<file path="src/rtl/scanchain_pkg.sv">
// scanchain_pkg: command-mode encodings and FSM state enumeration shared by the scan-chain writer.
package scanchain_pkg;

    typedef enum logic [1:0] {
        MODE_WRITE       = 2'd0,
        MODE_WRITE_READ  = 2'd1,
        MODE_CHAIN_RESET = 2'd2,
        MODE_RSVD        = 2'd3
    } mode_e;

    typedef enum logic [2:0] {
        ST_IDLE,
        ST_SHIFT_LO,
        ST_SHIFT_HI,
        ST_LATCH_LO,
        ST_LATCH_HI,
        ST_RESP,
        ST_CHRST
    } state_e;

endpackage

</file>
<file path="src/rtl/scan_phase_timer.sv">
// scan_phase_timer: loadable down-counter that pulses phase_done_o once every period_i cycles.
module scan_phase_timer #(
    parameter int W = 17
) (
    input  logic         clk,
    input  logic         reset_n,
    input  logic         load_i,
    input  logic [W-1:0] period_i,
    output logic         phase_done_o
);

    logic [W-1:0] cnt_q, cnt_d;

    assign phase_done_o = (cnt_q == '0);
    assign cnt_d        = (load_i || phase_done_o) ? period_i - W'(1) : cnt_q - W'(1);

    always_ff @(posedge clk or negedge reset_n) begin
        if (!reset_n) cnt_q <= '0;
        else          cnt_q <= cnt_d;
    end

endmodule

</file>
<file path="src/rtl/scanchain_mc_writer.sv">
// scanchain_mc_writer: serialises {addr, payload} frames onto one of several scan chains,
// optionally capturing scan_out, and issues per-chain reset pulses.
module scanchain_mc_writer
    import scanchain_pkg::*;
#(
    parameter int  NUM_CHAINS   = 4,
    parameter int  ADDR_BITS    = 12,
    parameter int  PAYLOAD_BITS = 169,
    parameter int  DIV_BITS     = 17,
    localparam int FRAME_BITS   = ADDR_BITS + PAYLOAD_BITS,
    localparam int CW           = (NUM_CHAINS > 1) ? $clog2(NUM_CHAINS) : 1
) (
    input  logic                    clk,
    input  logic                    reset_n,
    input  logic                    cmd_valid,
    output logic                    cmd_ready,
    input  logic [1:0]              cmd_mode,
    input  logic [CW-1:0]           cmd_chain,
    input  logic [ADDR_BITS-1:0]    cmd_addr,
    input  logic [PAYLOAD_BITS-1:0] cmd_payload,
    input  logic [DIV_BITS-1:0]     half_div,
    output logic                    rsp_valid,
    input  logic                    rsp_ready,
    output logic [CW-1:0]           rsp_chain,
    output logic [FRAME_BITS-1:0]   rsp_data,
    output logic                    cmd_err,
    output logic                    busy,
    output logic [NUM_CHAINS-1:0]   scan_clk,
    output logic [NUM_CHAINS-1:0]   scan_en,
    output logic [NUM_CHAINS-1:0]   scan_in,
    output logic [NUM_CHAINS-1:0]   scan_reset,
    input  logic [NUM_CHAINS-1:0]   scan_out
);

    localparam int BW = $clog2(FRAME_BITS + 1);

    state_e                  state_q, state_d;
    mode_e                   mode_q;
    logic [CW-1:0]           chain_q;
    logic [FRAME_BITS-1:0]   frame_q, cap_q;
    logic [DIV_BITS-1:0]     div_q, div_eff;
    logic [BW-1:0]           bit_q;
    logic                    err_q, alive_q;
    logic                    accept, cmd_ok, start, phase_done, sh_step, last_bit, shifting;
    logic [NUM_CHAINS-1:0]   sel;

    assign accept   = cmd_valid && cmd_ready;
    assign cmd_ok   = (int'(cmd_chain) < NUM_CHAINS) && (cmd_mode != MODE_RSVD);
    assign start    = accept && cmd_ok;
    assign div_eff  = (half_div == '0) ? DIV_BITS'(1) : half_div;
    assign sh_step  = phase_done && (state_q == ST_SHIFT_HI);
    assign last_bit = (bit_q == BW'(FRAME_BITS - 1));

    // The timer restarts on acceptance so every phase is aligned to the command.
    scan_phase_timer #(.W(DIV_BITS)) u_timer (
        .clk          (clk),
        .reset_n      (reset_n),
        .load_i       (start),
        .period_i     (start ? div_eff : div_q),
        .phase_done_o (phase_done)
    );

    always_comb begin
        state_d = state_q;
        case (state_q)
            ST_IDLE:     if (start) state_d = (cmd_mode == MODE_CHAIN_RESET) ? ST_CHRST : ST_SHIFT_LO;
            ST_SHIFT_LO: if (phase_done) state_d = ST_SHIFT_HI;
            ST_SHIFT_HI: if (phase_done) state_d = last_bit ? ST_LATCH_LO : ST_SHIFT_LO;
            ST_LATCH_LO: if (phase_done) state_d = ST_LATCH_HI;
            ST_LATCH_HI: if (phase_done) state_d = (mode_q == MODE_WRITE_READ) ? ST_RESP : ST_IDLE;
            ST_RESP:     if (rsp_ready) state_d = ST_IDLE;
            ST_CHRST:    if (phase_done && bit_q[0]) state_d = ST_IDLE;
            default:     state_d = ST_IDLE;
        endcase
    end

    always_ff @(posedge clk or negedge reset_n) begin
        if (!reset_n) begin
            state_q <= ST_IDLE;
            mode_q  <= MODE_WRITE;
            chain_q <= '0;
            frame_q <= '0;
            cap_q   <= '0;
            div_q   <= DIV_BITS'(1);
            bit_q   <= '0;
            err_q   <= 1'b0;
            alive_q <= 1'b0;
        end else begin
            state_q <= state_d;
            alive_q <= 1'b1;
            err_q   <= accept && !cmd_ok;
            if (start) begin
                mode_q  <= mode_e'(cmd_mode);
                chain_q <= cmd_chain;
                frame_q <= {cmd_addr, cmd_payload};
                div_q   <= div_eff;
                bit_q   <= '0;
            end else if (sh_step) begin
                frame_q <= frame_q << 1;
                bit_q   <= bit_q + BW'(1);
                if (mode_q == MODE_WRITE_READ) cap_q <= {cap_q[FRAME_BITS-2:0], scan_out[chain_q]};
            end else if (phase_done && state_q == ST_CHRST) begin
                bit_q <= bit_q + BW'(1);
            end
        end
    end

    assign shifting   = (state_q == ST_SHIFT_LO) || (state_q == ST_SHIFT_HI);
    assign sel        = NUM_CHAINS'(1) << chain_q;
    assign scan_clk   = sel & {NUM_CHAINS{(state_q == ST_SHIFT_HI) || (state_q == ST_LATCH_HI)}};
    assign scan_en    = sel & {NUM_CHAINS{shifting}};
    assign scan_in    = sel & {NUM_CHAINS{shifting && frame_q[FRAME_BITS-1]}};
    assign scan_reset = sel & {NUM_CHAINS{state_q == ST_CHRST}};

    assign cmd_ready = alive_q && (state_q == ST_IDLE);
    assign busy      = (state_q != ST_IDLE);
    assign rsp_valid = (state_q == ST_RESP);
    assign rsp_chain = chain_q;
    assign rsp_data  = cap_q;
    assign cmd_err   = err_q;

endmodule

</file>
<file path="config.mk">
export PLATFORM = sky130hd
export DESIGN_NAME = scanchain_mc_writer
export DESIGN_NICKNAME = d
export VERILOG_FILES = /design/src/rtl/scanchain_pkg.sv /design/src/rtl/scan_phase_timer.sv /design/src/rtl/scanchain_mc_writer.sv
export SDC_FILE = /design/constraint.sdc
export NUM_CORES = 1
export LEC_CHECK = 0
export ABC_AREA = 1
export CORE_AREA = 10 10 237 239
export DETAILED_ROUTE_END_ITERATION = 10
export DIE_AREA = 0 0 247 249
export PLACE_DENSITY = 0.61
export SYNTH_ARGS = -nofsm -noshare
export SYNTH_HDL_FRONTEND = slang
export SYNTH_SLANG_ARGS = --single-unit
</file>
<file path="constraint.sdc">
create_clock -name clk -period 3.1 [get_ports clk]
set_input_delay 0.62 -clock clk [delete_from_list [all_inputs] [get_ports clk]]
set_output_delay 0.62 -clock clk [all_outputs]
set_load 0.01 [all_outputs]
</file>
==> Word level (Yosys, flattened, before mapping) <==
Index checks and enable logic that the tools add are counted.
{ "classes": {"reduce_logical": 20, "n_eq_ne": 17, "addsub": 3, "order_cmp": 1, "bitwise": 5, "n_shift": 1, "mux": 21} }
{ "ops": {"columns": ["op", "count"], "rows": [
  ["$mux 181", 2],
  ["$mux 17", 3],
  ["$logic_not 17->1", 2],
  ["$sub 17x1->17 const B", 2],
  ["$mux 3", 9],
  ["$mux 8", 3],
  ["$pmux 3 s7", 1],
  ["$and 4x4->4", 4],
  ["$ne 2x2->1 const B", 6],
  ["$eq 3x3->1 const B", 3],
  ["$add 8x1->8 const B", 1],
  ["$eq 8x8->1 const B", 1],
  ["$logic_and 1x1->1", 8],
  ["$reduce_and 7->1", 1],
  ["$eq 3x2->1 const B", 2],
  ["$reduce_bool 3->1", 2],
  ["$ne 2x1->1 const B", 2],
  ["$shl 1x2->4 const A", 1],
  ["$eq 3x1->1 const B", 1],
  ["$logic_not 3->1", 1],
  ["$logic_or 1x1->1", 3],
  ["$lt 2x3->1 const B", 1],
  ["$reduce_and 3->1", 1],
  ["$bmux 1 s2", 1],
  ["other kinds (7)", 7]
]} }
{ "word_totals": {"elab_cells": 78, "reg_bits": 413, "inputBits": 210} }

==> Logic depth before layout (Yosys ltp) <==
Gate-level depths: netlist of run 1.
{ "logic_depth": {"ltp_word": 7, "depth_mapped": 17, "ltp_nobuf": 16} }

==> By module <==
A second synthesis of run 1 with hierarchy kept.
{ "unflattened": {"hier_cells": 2180, "area_unflattened_um2": 18086.1} }
{ "by_module_without_submodules": {"columns": ["module", "area_per_inst_um2", "seq_area_each_um2", "cells_per_inst", "n_inst"], "rows": [
  ["scanchain_mc_writer", 16801.1, 9910.8, 1988, 1],
  ["scan_phase_timer", 1285.0, 425.4, 192, 1]
]} }

==> Worst setup path before layout of run 1 <==
OpenSTA, ideal clock, no wires.
{ "synth_timing": {"path_type": "input to register", "start": "input cmd_mode[1]", "end": "register u_timer.cnt_q[10]", "arrival_ns": 2.164, "n_path_buf": 0, "required_ns": 2.983, "slack_ns": 0.819, "setup_time_ns": 0.117, "cell_stages": 15, "path_cell_list": "nand2_2 inv_1 nor2_4 or2_2 nand2_1 nand2_1 nand2_2 ha_1 inv_1 nor2_4 nand2_2 nor2_4 nand2_1 nand2_1 nand2_1"} }
{ "synth_between": {"elab_chain_len": 5, "elab_cells_between_ends": 6} }
{ "synth_lines": {"columns": ["element", "line", "text"], "rows": [
  ["start, declared", "scanchain_mc_writer.sv:17", "input logic [1:0] cmd_mode,"],
  ["$ne 2x2->1 (*)", "scanchain_mc_writer.sv:48", "assign cmd_ok = (int'(cmd_chain) < NUM_CHAINS) && (cmd_mode != MODE_RSVD);"],
  ["$logic_and 1x1->1 (*)", "scanchain_mc_writer.sv:49", "assign start = accept && cmd_ok;"],
  ["$mux 17", null, null],
  ["$sub 17x1->17", "scan_phase_timer.sv:15", "assign cnt_d = (load_i || phase_done_o) ? period_i - W'(1) : cnt_q - W'(1);"],
  ["$mux 17 (*)", "scan_phase_timer.sv:15", null],
  ["net u_timer.cnt_d[10]", "scan_phase_timer.sv:12", "logic [W-1:0] cnt_q, cnt_d;"],
  ["end signal, assigned", "scan_phase_timer.sv:19", "else cnt_q <= cnt_d;"],
  ["end, declared", "scan_phase_timer.sv:12", null]
]} }
The timed path passes the listed nets; every way through them passes the cells marked *.
A chain may end at the register's enable or synchronous reset.

==> Worst setup path after layout of run 1 <==
{ "layout_timing": {"start": "register state_q[0]", "end": "output scan_en[2]"} }
{ "layout_between": {"elab_chain_len": 3, "elab_cells_between_ends": 4} }
{ "layout_lines": {"columns": ["element", "line", "text"], "rows": [
  ["start, declared", "scanchain_mc_writer.sv:37", "state_e state_q, state_d;"],
  ["start signal, assigned", "scanchain_mc_writer.sv:89", "state_q <= state_d;"],
  ["$eq 3x1->1 or $eq 3x2->1 (tied branches)", "scanchain_mc_writer.sv:108", "assign shifting = (state_q == ST_SHIFT_LO) || (state_q == ST_SHIFT_HI);"],
  ["$logic_or 1x1->1 (*)", "scanchain_mc_writer.sv:108", null],
  ["$and 4x4->4 (*)", "scanchain_mc_writer.sv:111", "assign scan_en = sel & {NUM_CHAINS{shifting}};"],
  ["end, declared", "scanchain_mc_writer.sv:29", "output logic [NUM_CHAINS-1:0] scan_en,"]
]} }
Every way passes the cells marked *; elsewhere a longest branch is shown, timed or not.

==> reports/metrics.yaml, run 1 <==
crit_family: "buffers and inverters"
drt_wl_total_um: 53100
htree_levels: 2
powerDensity_nw_per_um2: 705
fin_crit_sh_pct: 94.9
nNetsFinal: 2736
cts_tree: "yes"
grt_pass1_wl_um: 84700
ios: 413
coreArea_um2: 51200
initialDrtViolationCount: 1170
synth_top_family_by_area: "simple AND/OR/NAND/NOR gates"
fin_area_um2: 24200
cts_hold_buf: 0
crit_chain: "nor2_4 > inv_2 > nor2_2 > inv_2 > nand2_2 > inv_2 > nor2_1 > clkdlybuf4s50_1"
finalMaxSlewViolations: 0
ys_ff_latch: 413
rows: 83
fin_skew_ns: 0.0144
hp-class: "in2async"
path_max_fanout: 7
track_usage_pct: 17.0
synth_area_per_cell_um2: 8.32
wire_per_inst_um: 16.4
dieArea_um2: 61500
remaining_drc_errors: 0
syn-num-nets: 2347
synth_edf_count: 0
grt_pass1_vias: 15100
cp-start-kind: "flip-flop"
clk_pin_slew_worst_paths_ns: 0.06
dp_hpwl_um: 37800
ys_async_sr_fraction_pct: 100
cp.required_ns: 2.48
wl_met1_um: 22800
placed_cell_area_um2: 22500
setup_ws_ns: 0.157
yosys.area_share.simple_pct: 35.5
synth_compound_area_share_pct: 1.23
yosysSeqAreaShare_pct: 58.2
critical_path_class: "reg2out"
synthAdderAreaFrac_pct: 0.211
dr_total_vias: 15200
synthMuxAreaShare_pct: 0
period_needed_ns: 2.94
place_ws_ns: 0.111
grt_setup_unrepaired: "false"
netlist_area_um2: 17800
yosysUniqueCellTypes: 40
initial_core_util_pct: 34.7
gr-total-overflow: 0
critPathSlowestCell: "clkdlybuf4s50_1"
port_buffers: 412
worst_pin_slew_ns: 0.842
hold_viol: 0
grt_max_degree: 189
synth_xor_area_share_pct: 0.345
syn-instance-count: 2134
drtAntennaViolNets: 0
cts.sinks: 413
crit_top_cell: "inv_2"
via_per_inst: 4.68
path_buf_inv: 4
place_congestion: 0.819
worst_hold_slack_ns: 0.0433
area_growth_pct: 36.3
grt_antenna_before_repair: 4
cts_root_buf: "clkbuf_16"
finalSetupViolCount: 0
yosys_warnings: 0
clk-insertion-delay-late_ns: 0.56
p_leak_nw: 11.9
cp_data_arrival_time_ns: 2.32
wl_met2_um: 25100
first_pass_iters: 5
fmax_ghz: 0.340
slowest_delay_ns: 0.56
top_layer: "met5"
cts_buffers: 46
slew_headroom_pct: 43.9
dr_wl_met3_um: 3620
crit_path_end_kind: "primary output"
fp.dieW_um: 247
die_h_um: 249
status: "finished, final reports clean"
cts.path.max_buffers: 3
drive_gt1_share_pct: 7.46
synth-main-ff-cell: "dfrtp_1"
fin_tns_setup_ns: 0
peakVddDrop_uv: 446
drv_cap: 0
==> flip-flops by register name (all words and copies together), names as in the netlist, 2 cells and up <==
signal         flops
frame_q          181
rsp_data         181
div_q             17
u_timer.cnt_q     17
bit_q              8
state_q            3
mode_q             2
rsp_chain          2
==> synthesized netlist by cell type (3+ instances only) <==
library cell	n	area, µm²
nor2_4	8	90.1
buf_6	16	180
nor2_2	15	93.8
buf_2	49	245
or2_2	3	18.8
a21o_1	3	22.5
xor2_1	6	52.6
nor2_1	49	184
dfrtp_1	412	10300
o21ai_0	21	105
nor3b_1	3	22.5
a31oi_1	3	18.8
nor3_1	3	15.0
nand4_1	3	18.8
a21oi_1	4	20.0
inv_1	36	135
nand3_2	8	80.1
nand3b_1	4	30.0
inv_2	9	33.8
clkbuf_1	28	105
o21bai_1	4	30.0
nand2_4	4	45.0
ha_1	3	37.5
buf_4	12	90.1
nand3_1	210	1050
nand2_1	1188	4460
nand2_2	17	106
==> per-stage QoR <==
stage          std cells  total power (W)  util [%]
3_5_place_dp        3154           0.0113      44.0
3_3_place_gp        3154           0.0112      44.0
6_report            3240           0.0171      47.3
4_1_cts             3239           0.0173      47.2
5_1_grt             3240           0.0182      47.3
2_1_floorplan       2134          0.00994         -
==> power by group <==
| part | internal, W | leakage, nW | switching [W] |
|---|---|---|---|
| logic | 0.00151 | 5.71 | 0.00212 |
| registers | 0.00683 | 5.38 | 0.000775 |
| clock network | 0.00359 | 0.812 | 0.00223 |
| total | 0.0119 | 11.9 | 0.00513 |
==> repair_timing <==
action / in CTS / in global routing
endpoints found under the setup margin: 8 / 8
buffers inserted: 1 / 0
gates resized for setup: 6 / 9
==> cell usage in the layout, fill, tap and decap left out, types with 19 or more instances in the layout <==
| cell type | count |
|---|---|
| nand2_1 | 1185 |
| dfrtp_1 | 410 |
| clkdlybuf4s50_1 | 404 |
| nand3_1 | 210 |
| nor2_1 | 48 |
| clkbuf_16 | 47 |
| inv_1 | 35 |
| buf_4 | 22 |
| o21ai_0 | 20 |
| nand2_2 | 19 |
==> path summary, 6_finish.rpt <==
kind / start / endpoint / slack, ns / cells past startpoint
max in group asynchronous: reset_n / rsp_data[44] / 2.15 / 2
min in group clk: div_q[7] / div_q[7] / 0.47 / 2
worst max register to register: state_q[1] / u_timer.cnt_q[12] / 0.61 / 16
worst max-delay path: state_q[0] / scan_en[2] / 0.16 / 8
worst min-delay path: reset_n / frame_q[77] / 0.04 / 1
worst min register to register: div_q[7] / div_q[7] / 0.47 / 2
==> cells by family after synthesis <==
| family | count (synthesis) |
|---|---|
| simple gates | 1522 |
| flops | 413 |
| buf+inv | 150 |
| compound gates | 38 |
| xor+xnor | 7 |
| fa+ha+maj | 3 |
| other cells | 1 |
==> area by class of cell <==
class	instances	area (µm²)
Fill cell	4903	27000
Sequential cell	413	10300
Multi-Input combinational cell	1571	6650
Timing Repair Buffer	446	4550
Clock buffer	65	1370
Tap cell	680	851
Clock inverter	19	259
Inverter	45	176
Antenna cell	1	2.50
==> per-layer routing <==
layer  vias up  global-route usage [%]
li1       7405                       -
met1      7258                    21.7
met2       405                    27.4
met3        87                    4.25
met4         4                    5.70
met5         -                       0
(Power assumes the default switching activity.)
==> inputs of run 2 (changes only) <==
TNS_END_PERCENT = 1   (was default)
==> reports/metrics.yaml, run 2 (same netlist as run 1, synthesis figures left out) <==
finalMaxSlewViolations: 0  # unchanged
crit_path_end_kind: "primary output"
cp_data_arrival_time_ns: 2.42  # +0.10 ns
fp.dieW_um: 247  # unchanged
drt_wl_total_um: 53100  # about the same
cts_buffers: 46  # unchanged
grt_antenna_before_repair: 2  # -2
final_cell_mix: "1186 x nand2_1, 410 x dfrtp_1, 404 x clkdlybuf4s50_1"
placed_cell_area_um2: 22500  # unchanged
power_w: 0.0170  # about the same
fin_skew_ns: 0.0136  # -0.000790 ns
clk-insertion-delay-late_ns: 0.56  # about the same
p_sw_w: 0.00513  # about the same
swShare_pct: 30.1  # about the same
wire_per_inst_um: 16.4  # about the same
critical_path_class: "reg2out"
nNetsFinal: 2736  # unchanged
fin_tns_setup_ns: 0  # unchanged
drive_gt1_share_pct: 7.39  # -0.078 points
cts_tree: "yes"
via_per_inst: 4.68  # about the same
dr_total_vias: 15200  # -0.013%
p_comb_share_pct: 21.2  # about the same
drv_cap: 0  # unchanged
critPathSlowestCell: "clkdlybuf4s50_1"
fin_crit_sh_pct: 98.2  # +3.3 points
cts.path.max_buffers: 3  # unchanged
grt_pass1_wl_um: 84900  # +0.24%
grt_pass1_vias: 15100  # +0.027%
initial_core_util_pct: 34.7  # unchanged
crit_chain: "nor2_4 > inv_2 > nor2_2 > inv_2 > nand2_1 > inv_1 > nor2_1 > clkdlybuf4s50_1"
remaining_drc_errors: 0  # unchanged
path_buf_inv: 4  # unchanged
rows: 83  # unchanged
reg2reg_from: "state_q[1]"
dp_hpwl_um: 37800  # unchanged
placed_cells_incl_taps: 3154  # unchanged
worst_pin_slew_ns: 0.858  # +0.0159 ns
cts.sinks: 413  # unchanged
p_leak_nw: 11.9  # about the same
intPower_w: 0.0119  # about the same
port_buffers: 412  # unchanged
status: "finished, final reports clean"
area_growth_pct: 36.3  # about the same
crit_top_cell: "inv_2"
track_usage_pct: 17.0  # about the same
grt_max_degree: 189  # unchanged
dieArea_um2: 61500  # unchanged
peakVddDrop_uv: 446  # about the same
fmax_ghz: 0.328  # -3.3%
drtAntennaViolNets: 0  # unchanged
hp-class: "in2async"
initialDrtViolationCount: 1275  # +9.0%
hold_viol: 0  # unchanged
gr-total-overflow: 0  # unchanged
htree_levels: 2  # unchanged
finalSetupViolCount: 0  # unchanged
slew_headroom_pct: 42.8  # -1.1 points
clk_pin_slew_worst_paths_ns: 0.06  # about the same
die_h_um: 249  # unchanged
period_needed_ns: 3.04  # +0.101 ns
path_max_fanout: 7  # unchanged
cp.required_ns: 2.48  # about the same
p_seq_share_pct: 44.6  # about the same
cp-startpoint: "state_q[0]"
cp-start-kind: "flip-flop"
finalNonFillerCells: 3239  # -0.031%
mostFrequentLayoutCell: "nand2_1"
crit_family: "buffers and inverters"
worst_hold_slack_ns: 0.0443  # +0.000984 ns
powerDensity_nw_per_um2: 705  # about the same
first_pass_iters: 5  # unchanged
clkPwrFrac_pct: 34.2  # about the same
cts_root_buf: "clkbuf_16"
place_congestion: 0.819  # unchanged
slowest_delay_ns: 0.56  # about the same
coreArea_um2: 51200  # unchanged
fin_area_um2: 24200  # about the same
cts_hold_buf: 0  # unchanged
grt_setup_unrepaired: "true"
diodes: 0  # -1
ios: 413  # unchanged
-- run 2: cell count changes in the layout (fill, tap and decap cells not counted), sizes merged --
cell / delta
diode: -1
-- run 2: path summary, 6_finish.rpt --
| path | to | slack [ns] | cells past startpoint |
|---|---|---|---|
| max | scan_en[2] | 0.06 | 8 |
| min | frame_q[77] | 0.04 | 1 |
| max reg2reg | u_timer.cnt_q[12] | 0.62 | 16 |
| min reg2reg | div_q[7] | 0.47 | 2 |
| max in group asynchronous | rsp_data[57] | 2.15 | 2 |
| min in group clk | div_q[7] | 0.47 | 2 |
-- run 2: layout make-up --
class                      instances  area (µm²)
timing repair buffer             446        4550
sequential                       413       10300
fill                            4904       27000
multi-input combinational       1571        6650
inverter                          45         176
clock buffer                      65        1370
clock inverter                    19         259
tap                              680         851
-- run 2: worst reg2reg max path, delay by kind of cell, from the launching register on --
family                   cells  cell delay (ns)
adder cells (fa/ha/maj)      1             0.18
flip-flops                   1             0.41
buffers and inverters        2             0.23
AND/OR/NAND/NOR             13             1.52
-- run 2: routing by layer --
metal	vias to the layer above	global-route usage [%]	routed length [µm]
li1	7403	-	-
met1	7268	21.8	22900
met2	411	27.9	25500
met3	71	4.08	3550
met4	4	4.58	1150
met5	-	0	18
-- run 2: power by group through the flow --
| stage | Sequential [W] | Combinational (W) | Clock (W) |
|---|---|---|---|
| final | 0.00761 | 0.00362 | 0.00583 |
| after global routing | 0.00780 | 0.00414 | 0.00621 |
| after CTS | 0.00762 | 0.00367 | 0.00599 |
| after detailed placement | 0.00769 | 0.00365 | 0 |
| after global placement | 0.00765 | 0.00353 | 0 |
| after floorplan | 0.00749 | 0.00244 | 0 |
-- run 2: per-stage QoR --
step	utilization (%)	setup WS, ns
after floorplan	-	0.819
after global placement	44.0	0.175
after detailed placement	44.0	0.111
after CTS	47.2	0.0103
after global routing	47.3	-0.118
final	47.3	0.0553
-- run 2: timing repair --
action | in CTS | in global routing
gates resized for setup | 6 | 6
setup endpoints to repair | 8 | 7
setup buffers | 0 | 1
hold endpoints to repair | 0 | 0
